## config.mk

```make
export PLATFORM = sky130hd
export DESIGN_NAME = voltage_telemetry_tx_flat
export DESIGN_NICKNAME = d
export VERILOG_FILES = /design/src/rtl/voltage_telemetry_tx_if.sv /design/src/rtl/voltage_telemetry_tx.sv /design/src/flat_wrapper.sv
export SDC_FILE = /design/constraint.sdc
export NUM_CORES = 1
export LEC_CHECK = 0
export BUFFER_PORTS_ARGS = -buffer_cell sky130_fd_sc_hd__buf_4
export CORE_MARGIN = 2
export CORE_UTILIZATION = 55
export DETAILED_ROUTE_END_ITERATION = 16
export GPL_TIMING_DRIVEN = 0
export PLACE_DENSITY = 0.84
export SLEW_MARGIN = 10
export SYNTH_ARGS = -nofsm -noshare
export SYNTH_HDL_FRONTEND = slang
export SYNTH_SLANG_ARGS = --single-unit
```

## constraint.sdc

```tcl
create_clock -name clk -period 3.5 [get_ports clk]
set_input_delay 0.175 -clock clk [delete_from_list [all_inputs] [get_ports clk]]
set_output_delay 0.175 -clock clk [all_outputs]
set_load 0.1 [all_outputs]
```

## src/rtl/voltage_telemetry_tx_if.sv

```systemverilog
// Sample stream in, UART pin and status out, for the voltage telemetry transmitter.
interface voltage_telemetry_tx_if;
    logic       ena;
    logic [7:0] sample_in;
    logic       sample_valid;
    logic       tx;
    logic       tx_busy;
    logic       overrun;

    modport master (
        output ena, sample_in, sample_valid,
        input  tx, tx_busy, overrun
    );

    modport slave (
        input  ena, sample_in, sample_valid,
        output tx, tx_busy, overrun
    );
endinterface

```

## src/rtl/voltage_telemetry_tx.sv

```systemverilog
// Windowed avg/min/max reduction of the voltage byte stream, shipped as a
// 5-byte UART frame {HEADER, avg, min, max, chk} on a single pin.
module voltage_telemetry_tx #(
    parameter int unsigned CLKS_PER_BIT = 16,
    parameter int unsigned LOG2_WINDOW  = 3,
    parameter logic [7:0]  HEADER       = 8'hA5
) (
    input  logic                   clk,
    input  logic                   rst_n,
    voltage_telemetry_tx_if.slave  bus_if
);
    localparam int unsigned SUM_W      = 8 + LOG2_WINDOW;
    localparam int unsigned CNT_W      = LOG2_WINDOW;
    localparam int unsigned BAUD_W     = 16;
    localparam int unsigned FRAME_W    = 40;
    localparam int unsigned IDX_W      = 3;
    localparam logic [BAUD_W-1:0] BAUD_LAST = BAUD_W'(CLKS_PER_BIT - 1);
    localparam logic [IDX_W-1:0]  LAST_BIT  = IDX_W'(7);
    localparam logic [IDX_W-1:0]  LAST_BYTE = IDX_W'(4);

    typedef enum logic [1:0] {
        ST_IDLE,
        ST_START,
        ST_DATA,
        ST_STOP
    } tx_state_e;

    // Window accumulators
    logic [SUM_W-1:0]   sum_q, sum_d;
    logic [7:0]         min_q, min_d;
    logic [7:0]         max_q, max_d;
    logic [CNT_W-1:0]   cnt_q, cnt_d;
    logic               overrun_q, overrun_d;

    // Transmitter
    tx_state_e          state_q, state_d;
    logic [BAUD_W-1:0]  baud_q, baud_d;
    logic [IDX_W-1:0]   bit_idx_q, bit_idx_d;
    logic [IDX_W-1:0]   byte_idx_q, byte_idx_d;
    logic [FRAME_W-1:0] shift_q, shift_d;
    logic               tx_q, tx_d;
    logic               busy_q, busy_d;

    logic               accept_c;
    logic               complete_c;
    logic               load_c;
    logic [SUM_W-1:0]   sum_next_c;
    logic [7:0]         min_next_c;
    logic [7:0]         max_next_c;
    logic [7:0]         avg_c;
    logic [7:0]         chk_c;

    // Statistics include the sample being accepted, so a completing sample counts.
    always_comb begin
        accept_c   = bus_if.sample_valid & bus_if.ena;
        sum_next_c = sum_q + SUM_W'(bus_if.sample_in);
        min_next_c = (bus_if.sample_in < min_q) ? bus_if.sample_in : min_q;
        max_next_c = (bus_if.sample_in > max_q) ? bus_if.sample_in : max_q;
        complete_c = accept_c & (&cnt_q);
        avg_c      = 8'(sum_next_c >> LOG2_WINDOW);
        chk_c      = HEADER ^ avg_c ^ min_next_c ^ max_next_c;
        load_c     = complete_c & ~busy_q;

        sum_d     = sum_q;
        min_d     = min_q;
        max_d     = max_q;
        cnt_d     = cnt_q;
        overrun_d = overrun_q | (complete_c & busy_q);

        if (complete_c) begin
            sum_d = '0;
            min_d = 8'hFF;
            max_d = 8'h00;
            cnt_d = '0;
        end else if (accept_c) begin
            sum_d = sum_next_c;
            min_d = min_next_c;
            max_d = max_next_c;
            cnt_d = cnt_q + CNT_W'(1);
        end
    end

    // Frame is a 40-bit right shifter: byte 0 in the low bits, each data bit shifts one out.
    always_comb begin
        state_d    = state_q;
        baud_d     = baud_q;
        bit_idx_d  = bit_idx_q;
        byte_idx_d = byte_idx_q;
        shift_d    = shift_q;
        tx_d       = tx_q;
        busy_d     = busy_q;

        case (state_q)
            ST_IDLE: begin
                tx_d   = 1'b1;
                busy_d = 1'b0;
                if (load_c) begin
                    state_d    = ST_START;
                    shift_d    = {chk_c, max_next_c, min_next_c, avg_c, HEADER};
                    baud_d     = '0;
                    byte_idx_d = '0;
                    tx_d       = 1'b0;
                    busy_d     = 1'b1;
                end
            end
            ST_START: begin
                if (baud_q == BAUD_LAST) begin
                    state_d   = ST_DATA;
                    baud_d    = '0;
                    bit_idx_d = '0;
                    tx_d      = shift_q[0];
                end else begin
                    baud_d = baud_q + BAUD_W'(1);
                end
            end
            ST_DATA: begin
                if (baud_q == BAUD_LAST) begin
                    baud_d  = '0;
                    shift_d = shift_q >> 1;
                    if (bit_idx_q == LAST_BIT) begin
                        state_d = ST_STOP;
                        tx_d    = 1'b1;
                    end else begin
                        bit_idx_d = bit_idx_q + IDX_W'(1);
                        tx_d      = shift_q[1];
                    end
                end else begin
                    baud_d = baud_q + BAUD_W'(1);
                end
            end
            ST_STOP: begin
                if (baud_q == BAUD_LAST) begin
                    baud_d = '0;
                    if (byte_idx_q == LAST_BYTE) begin
                        state_d = ST_IDLE;
                        tx_d    = 1'b1;
                        busy_d  = 1'b0;
                    end else begin
                        state_d    = ST_START;
                        byte_idx_d = byte_idx_q + IDX_W'(1);
                        tx_d       = 1'b0;
                    end
                end else begin
                    baud_d = baud_q + BAUD_W'(1);
                end
            end
            default: begin
                state_d = ST_IDLE;
                tx_d    = 1'b1;
                busy_d  = 1'b0;
            end
        endcase
    end

    always_ff @(posedge clk or negedge rst_n) begin
        if (!rst_n) begin
            sum_q      <= '0;
            min_q      <= 8'hFF;
            max_q      <= 8'h00;
            cnt_q      <= '0;
            overrun_q  <= 1'b0;
            state_q    <= ST_IDLE;
            baud_q     <= '0;
            bit_idx_q  <= '0;
            byte_idx_q <= '0;
            shift_q    <= '0;
            tx_q       <= 1'b1;
            busy_q     <= 1'b0;
        end else begin
            sum_q      <= sum_d;
            min_q      <= min_d;
            max_q      <= max_d;
            cnt_q      <= cnt_d;
            overrun_q  <= overrun_d;
            state_q    <= state_d;
            baud_q     <= baud_d;
            bit_idx_q  <= bit_idx_d;
            byte_idx_q <= byte_idx_d;
            shift_q    <= shift_d;
            tx_q       <= tx_d;
            busy_q     <= busy_d;
        end
    end

    assign bus_if.tx      = tx_q;
    assign bus_if.tx_busy = busy_q;
    assign bus_if.overrun = overrun_q;
endmodule

```

## src/flat_wrapper.sv

```systemverilog
// flat-port wrapper written by rule: the top's interface ports become plain ports
module voltage_telemetry_tx_flat 
#(
    parameter int unsigned CLKS_PER_BIT = 16,
    parameter int unsigned LOG2_WINDOW  = 3,
    parameter logic [7:0]  HEADER       = 8'hA5
)
  (clk, rst_n, bus_if_ena, bus_if_sample_in, bus_if_sample_valid, bus_if_tx, bus_if_tx_busy, bus_if_overrun);
  voltage_telemetry_tx_if bus_if_i ();
  input  logic clk;
  input  logic rst_n;
  input wire logic [$bits(bus_if_i.ena)-1:0] bus_if_ena;
  input wire logic [$bits(bus_if_i.sample_in)-1:0] bus_if_sample_in;
  input wire logic [$bits(bus_if_i.sample_valid)-1:0] bus_if_sample_valid;
  output wire logic [$bits(bus_if_i.tx)-1:0] bus_if_tx;
  output wire logic [$bits(bus_if_i.tx_busy)-1:0] bus_if_tx_busy;
  output wire logic [$bits(bus_if_i.overrun)-1:0] bus_if_overrun;
  assign bus_if_i.ena = bus_if_ena;
  assign bus_if_i.sample_in = bus_if_sample_in;
  assign bus_if_i.sample_valid = bus_if_sample_valid;
  assign bus_if_tx = bus_if_i.tx;
  assign bus_if_tx_busy = bus_if_i.tx_busy;
  assign bus_if_overrun = bus_if_i.overrun;
  voltage_telemetry_tx #(.CLKS_PER_BIT(CLKS_PER_BIT), .LOG2_WINDOW(LOG2_WINDOW), .HEADER(HEADER)) u_core (.clk(clk), .rst_n(rst_n), .bus_if(bus_if_i));
endmodule
```

==> impl_metrics.tcl <==
set metrics [dict create \
    syn-num-nets 722 \
    total_power_mw 5.60 \
    final_max_slew_viol_count 0 \
    p_int_mw 2.99 \
    stdcell_area_mm2 0.00632 \
    globalplace.congestion 0.924 \
    antenna_found_initial 0 \
    placed_cell_area_mm2 0.00612 \
    clk_path_buf_depth 2 \
    fin_crit_sh 0.956 \
    dp_slack_ns 0.408 \
    post-dp-hpwl_um 10200 \
    power_density_mw_per_mm2 886 \
    clock-sinks 97 \
    ys_seq_area_frac 0.417 \
    syn_to_final_growth_pct 8.07 \
    reg2reg_setup_slack_ns 0.15 \
    initial_core_util 0.566 \
    root_buffer "clkbuf_8" \
    start_kind "flop" \
    drtPass1Iterations 5 \
    rows 37 \
    crit_path_top_delay_cell "nor2_1" \
    cp.depth 11 \
    setup_viol 0 \
    synth-async-reset-ratio 1.00 \
    power.switching_mw 2.61 \
    grt_pass1_vias 4984 \
    peakVddDrop_uv 305 \
    wl_per_cell_um 17.0 \
    cts_tree "yes" \
    crit_type "reg2reg" \
    cp.required_ns 3.74 \
    p_sw_frac 0.467 \
    timing.rr.end "u_core.shift_q[32]$_DFFE_PN0P_" \
    critPathTopFamily "simple AND/OR/NAND/NOR gates" \
    slowest_delay_ns 0.52 \
    status "completed" \
    viasPerCell 6.21 \
    hold_depth 4 \
    r2r-start "u_core.max_q[6]$_DFFE_PN0P_" \
    die_y_um 107 \
    fmax_mhz 299 \
    fin_crit_ns 3.35 \
    slew-limit-headroom 0.369 \
    syn-mean-instance-area_um2 8.67 \
    grt_max_degree 98 \
    crit_path_frequent_cell "nor2_1" \
    pwr-share-clk 0.127 \
    fin_ws_ns 0.152 \
    end_kind "flop" \
    cp_max_fo 10 \
    syn_inst 674 \
    synth_cell_types 62 \
    crit_chain "inv_1, ha_1, nand4_1, nor2_1, nor2b_1, nor2_1, buf_2, nor2_1, a211oi_1, mux2i_1, nand3_1" \
    crit_path_start "u_core.max_q[6]$_DFFE_PN0P_" \
    clk_pin_slew_ns 0.10 \
    combPwrFrac 0.543 \
    worst_pin_slew_ns 0.944 \
    critPathCapture "u_core.shift_q[32]$_DFFE_PN0P_" \
    cts_buffers 9 \
    drtAntennaViolNets 0 \
    netlist_area_mm2 0.00585 \
    fin_worst_skew_ns 0.0129 \
    drive_above_1_share 0.0794 \
    die_area_mm2 0.0115 \
    htree_num_levels 3 \
    final_util 0.612 \
    n_antenna_cell 0 \
    fp.coreArea_mm2 0.0103 \
    wirelength_um 14300 \
    ys_warn_count 0 \
    rsz0062_at_grt "false" \
    hold_viol_final 0 \
    power_leakage_nw 2.80 \
    grt_pass1_wl_um 24300 \
    maxCapViolations 0 \
    vias 5223 \
    yosys_most_used_dff "dfrtp_1" \
    portBuffers 14 \
    synth-seq-cells 97 \
    synth-edff-count 0 \
    die_w_um 107 \
    grt_use_total 0.264 \
    critical_path_buf_inv_count 2 \
    final.setup.tns_ns 0 \
    first_iter_violations 612 \
    arrival_ns 3.59 \
    route.detailed.drc 0 \
    fin_nets 748 \
    reg2reg_depth 11 \
    pin_count 15 \
    hold_path.class "in2reg" \
    seqPwrFrac 0.330 \
    overflow 0 \
    clock_latency_ns 0.36 \
]
## worst reg2reg max path, delay by kind of cell, from the launching register on
kind	cells	cell delay [ns]
mux	1	0.27
simple gates	6	1.35
fa+ha+maj	1	0.31
buf+inv	2	0.50
flops	1	0.42
compound gates	1	0.41
## area by class of cell
class / instances / area (um2)
inverters: 31 / 116
clock buffers: 13 / 139
fillers: 849 / 4010
flip-flops and latches: 97 / 2440
clock inverters: 3 / 43.8
repair buffers: 15 / 119
multi-input cells: 512 / 3150
well taps: 136 / 170
plain buffers: 34 / 145
## cell usage in the layout (no fill, tap or decap), types with 8 or more instances in the layout
master / instances
nor3_1: 9
nor2_1: 50
dfrtp_1: 88
a22oi_1: 9
nand3_1: 25
xor2_1: 8
dfstp_2: 9
xnor2_1: 10
a31oi_1: 10
a21oi_1: 64
and3_1: 8
o22ai_1: 11
ha_1: 35
nand2_1: 92
buf_4: 14
clkbuf_1: 30
clkbuf_8: 9
o21ai_0: 76
mux2i_1: 12
inv_1: 31
## timing repair
action,4_1_cts,5_1_grt
resized for setup,0,0
hold endpoints to repair,0,27
hold buffers,0,1
setup buffers,0,0
## worst min path at each step
stage / from / to
2_1_floorplan: rst_n / u_core.baud_q[0]$_DFFE_PN0N_
3_3_place_gp: u_core.bus_if.overrun$_DFF_PN0_ / u_core.bus_if.overrun$_DFF_PN0_
3_5_place_dp: u_core.bus_if.overrun$_DFF_PN0_ / u_core.bus_if.overrun$_DFF_PN0_
4_1_cts: rst_n / u_core.sum_q[1]$_DFFE_PN0P_
5_1_grt: bus_if_sample_in[0] / u_core.sum_q[0]$_DFFE_PN0P_
6_report: bus_if_sample_in[0] / u_core.sum_q[0]$_DFFE_PN0P_
## stage by stage
step | cells | hold slack [ns]
after global routing | 841 | 0.224
final | 841 | 0.208
after detailed placement | 824 | 0.465
after global placement | 824 | 0.452
after CTS | 840 | 0.0959
after floorplan | 674 | -0.121
## kinds of logic after synthesis
logic type                 count (synthesis)  share of synthesized area
muxes                                     14                     0.0244
AOI/OAI and AO/OA                        224                      0.238
adders and majority gates                 36                     0.0783
buffers and inverters                     65                     0.0447
DFF                                       97                      0.417
xor gates and xnor gates                  18                     0.0270
and+or+nand+nor                          220                      0.171
## metal layers
layer	share of wire	track usage	wire length (um)
met1	0.45	0.376	6400
met2	0.45	0.413	6480
met3	0.077	0.0480	1100
met4	0.024	0.0770	343
met5	0	0	0
## synth_stat cells (2+ instances only)
master / n / area share
nand2_1: 92 / 0.059
dfrtp_1: 88 / 0.38
o21ai_0: 76 / 0.065
a21oi_1: 64 / 0.055
nor2_1: 50 / 0.032
ha_1: 35 / 0.075
inv_1: 31 / 0.020
clkbuf_1: 26 / 0.017
nand3_1: 25 / 0.021
mux2i_1: 12 / 0.021
o22ai_1: 11 / 0.012
a31oi_1: 10 / 0.011
xnor2_1: 10 / 0.015
a22oi_1: 9 / 0.012
dfstp_2: 9 / 0.040
nor3_1: 9 / 0.0077
and3_1: 8 / 0.0086
xor2_1: 8 / 0.012
a211oi_1: 6 / 0.0077
and2_1: 6 / 0.0064
a21o_1: 5 / 0.0064
a221o_1: 5 / 0.0086
a22o_1: 5 / 0.0075
buf_2: 5 / 0.0043
o221ai_1: 5 / 0.0075
nand3b_1: 4 / 0.0051
nand4_1: 4 / 0.0043
nor2b_1: 4 / 0.0043
o211ai_1: 4 / 0.0051
a211o_1: 3 / 0.0045
nand2b_1: 3 / 0.0032
nor4_1: 3 / 0.0032
o32ai_1: 3 / 0.0045
or2_2: 3 / 0.0032
a21oi_2: 2 / 0.0030
nand2_2: 2 / 0.0021
nor3b_1: 2 / 0.0026
o21a_1: 2 / 0.0026
o31a_1: 2 / 0.0030
## power by group through the flow
stage,sequential [mW],clock (mW),combinational [mW]
floorplan,1.83,0,2.21
global placement,1.83,0,2.84
detailed placement,1.86,0,2.95
CTS,1.84,0.724,2.98
global route,1.89,0.765,3.41
finish,1.85,0.712,3.04
## registers in the layout, summed over array words and instances (netlist names)
| signal | cells |
|---|---|
| u_core.byte_idx_q | 3 |
| u_core.max_q | 8 |
| u_core.state_q | 2 |
| u_core.min_q | 8 |
| u_core.bit_idx_q | 3 |
| u_core.sum_q | 11 |
| u_core.bus_if.overrun | 1 |
| u_core.shift_q | 40 |
| u_core.baud_q | 16 |
| u_core.bus_if.tx_busy | 1 |
| u_core.bus_if.tx | 1 |
| u_core.cnt_q | 3 |
No activity file was read; power rests on OpenSTA's default activity.
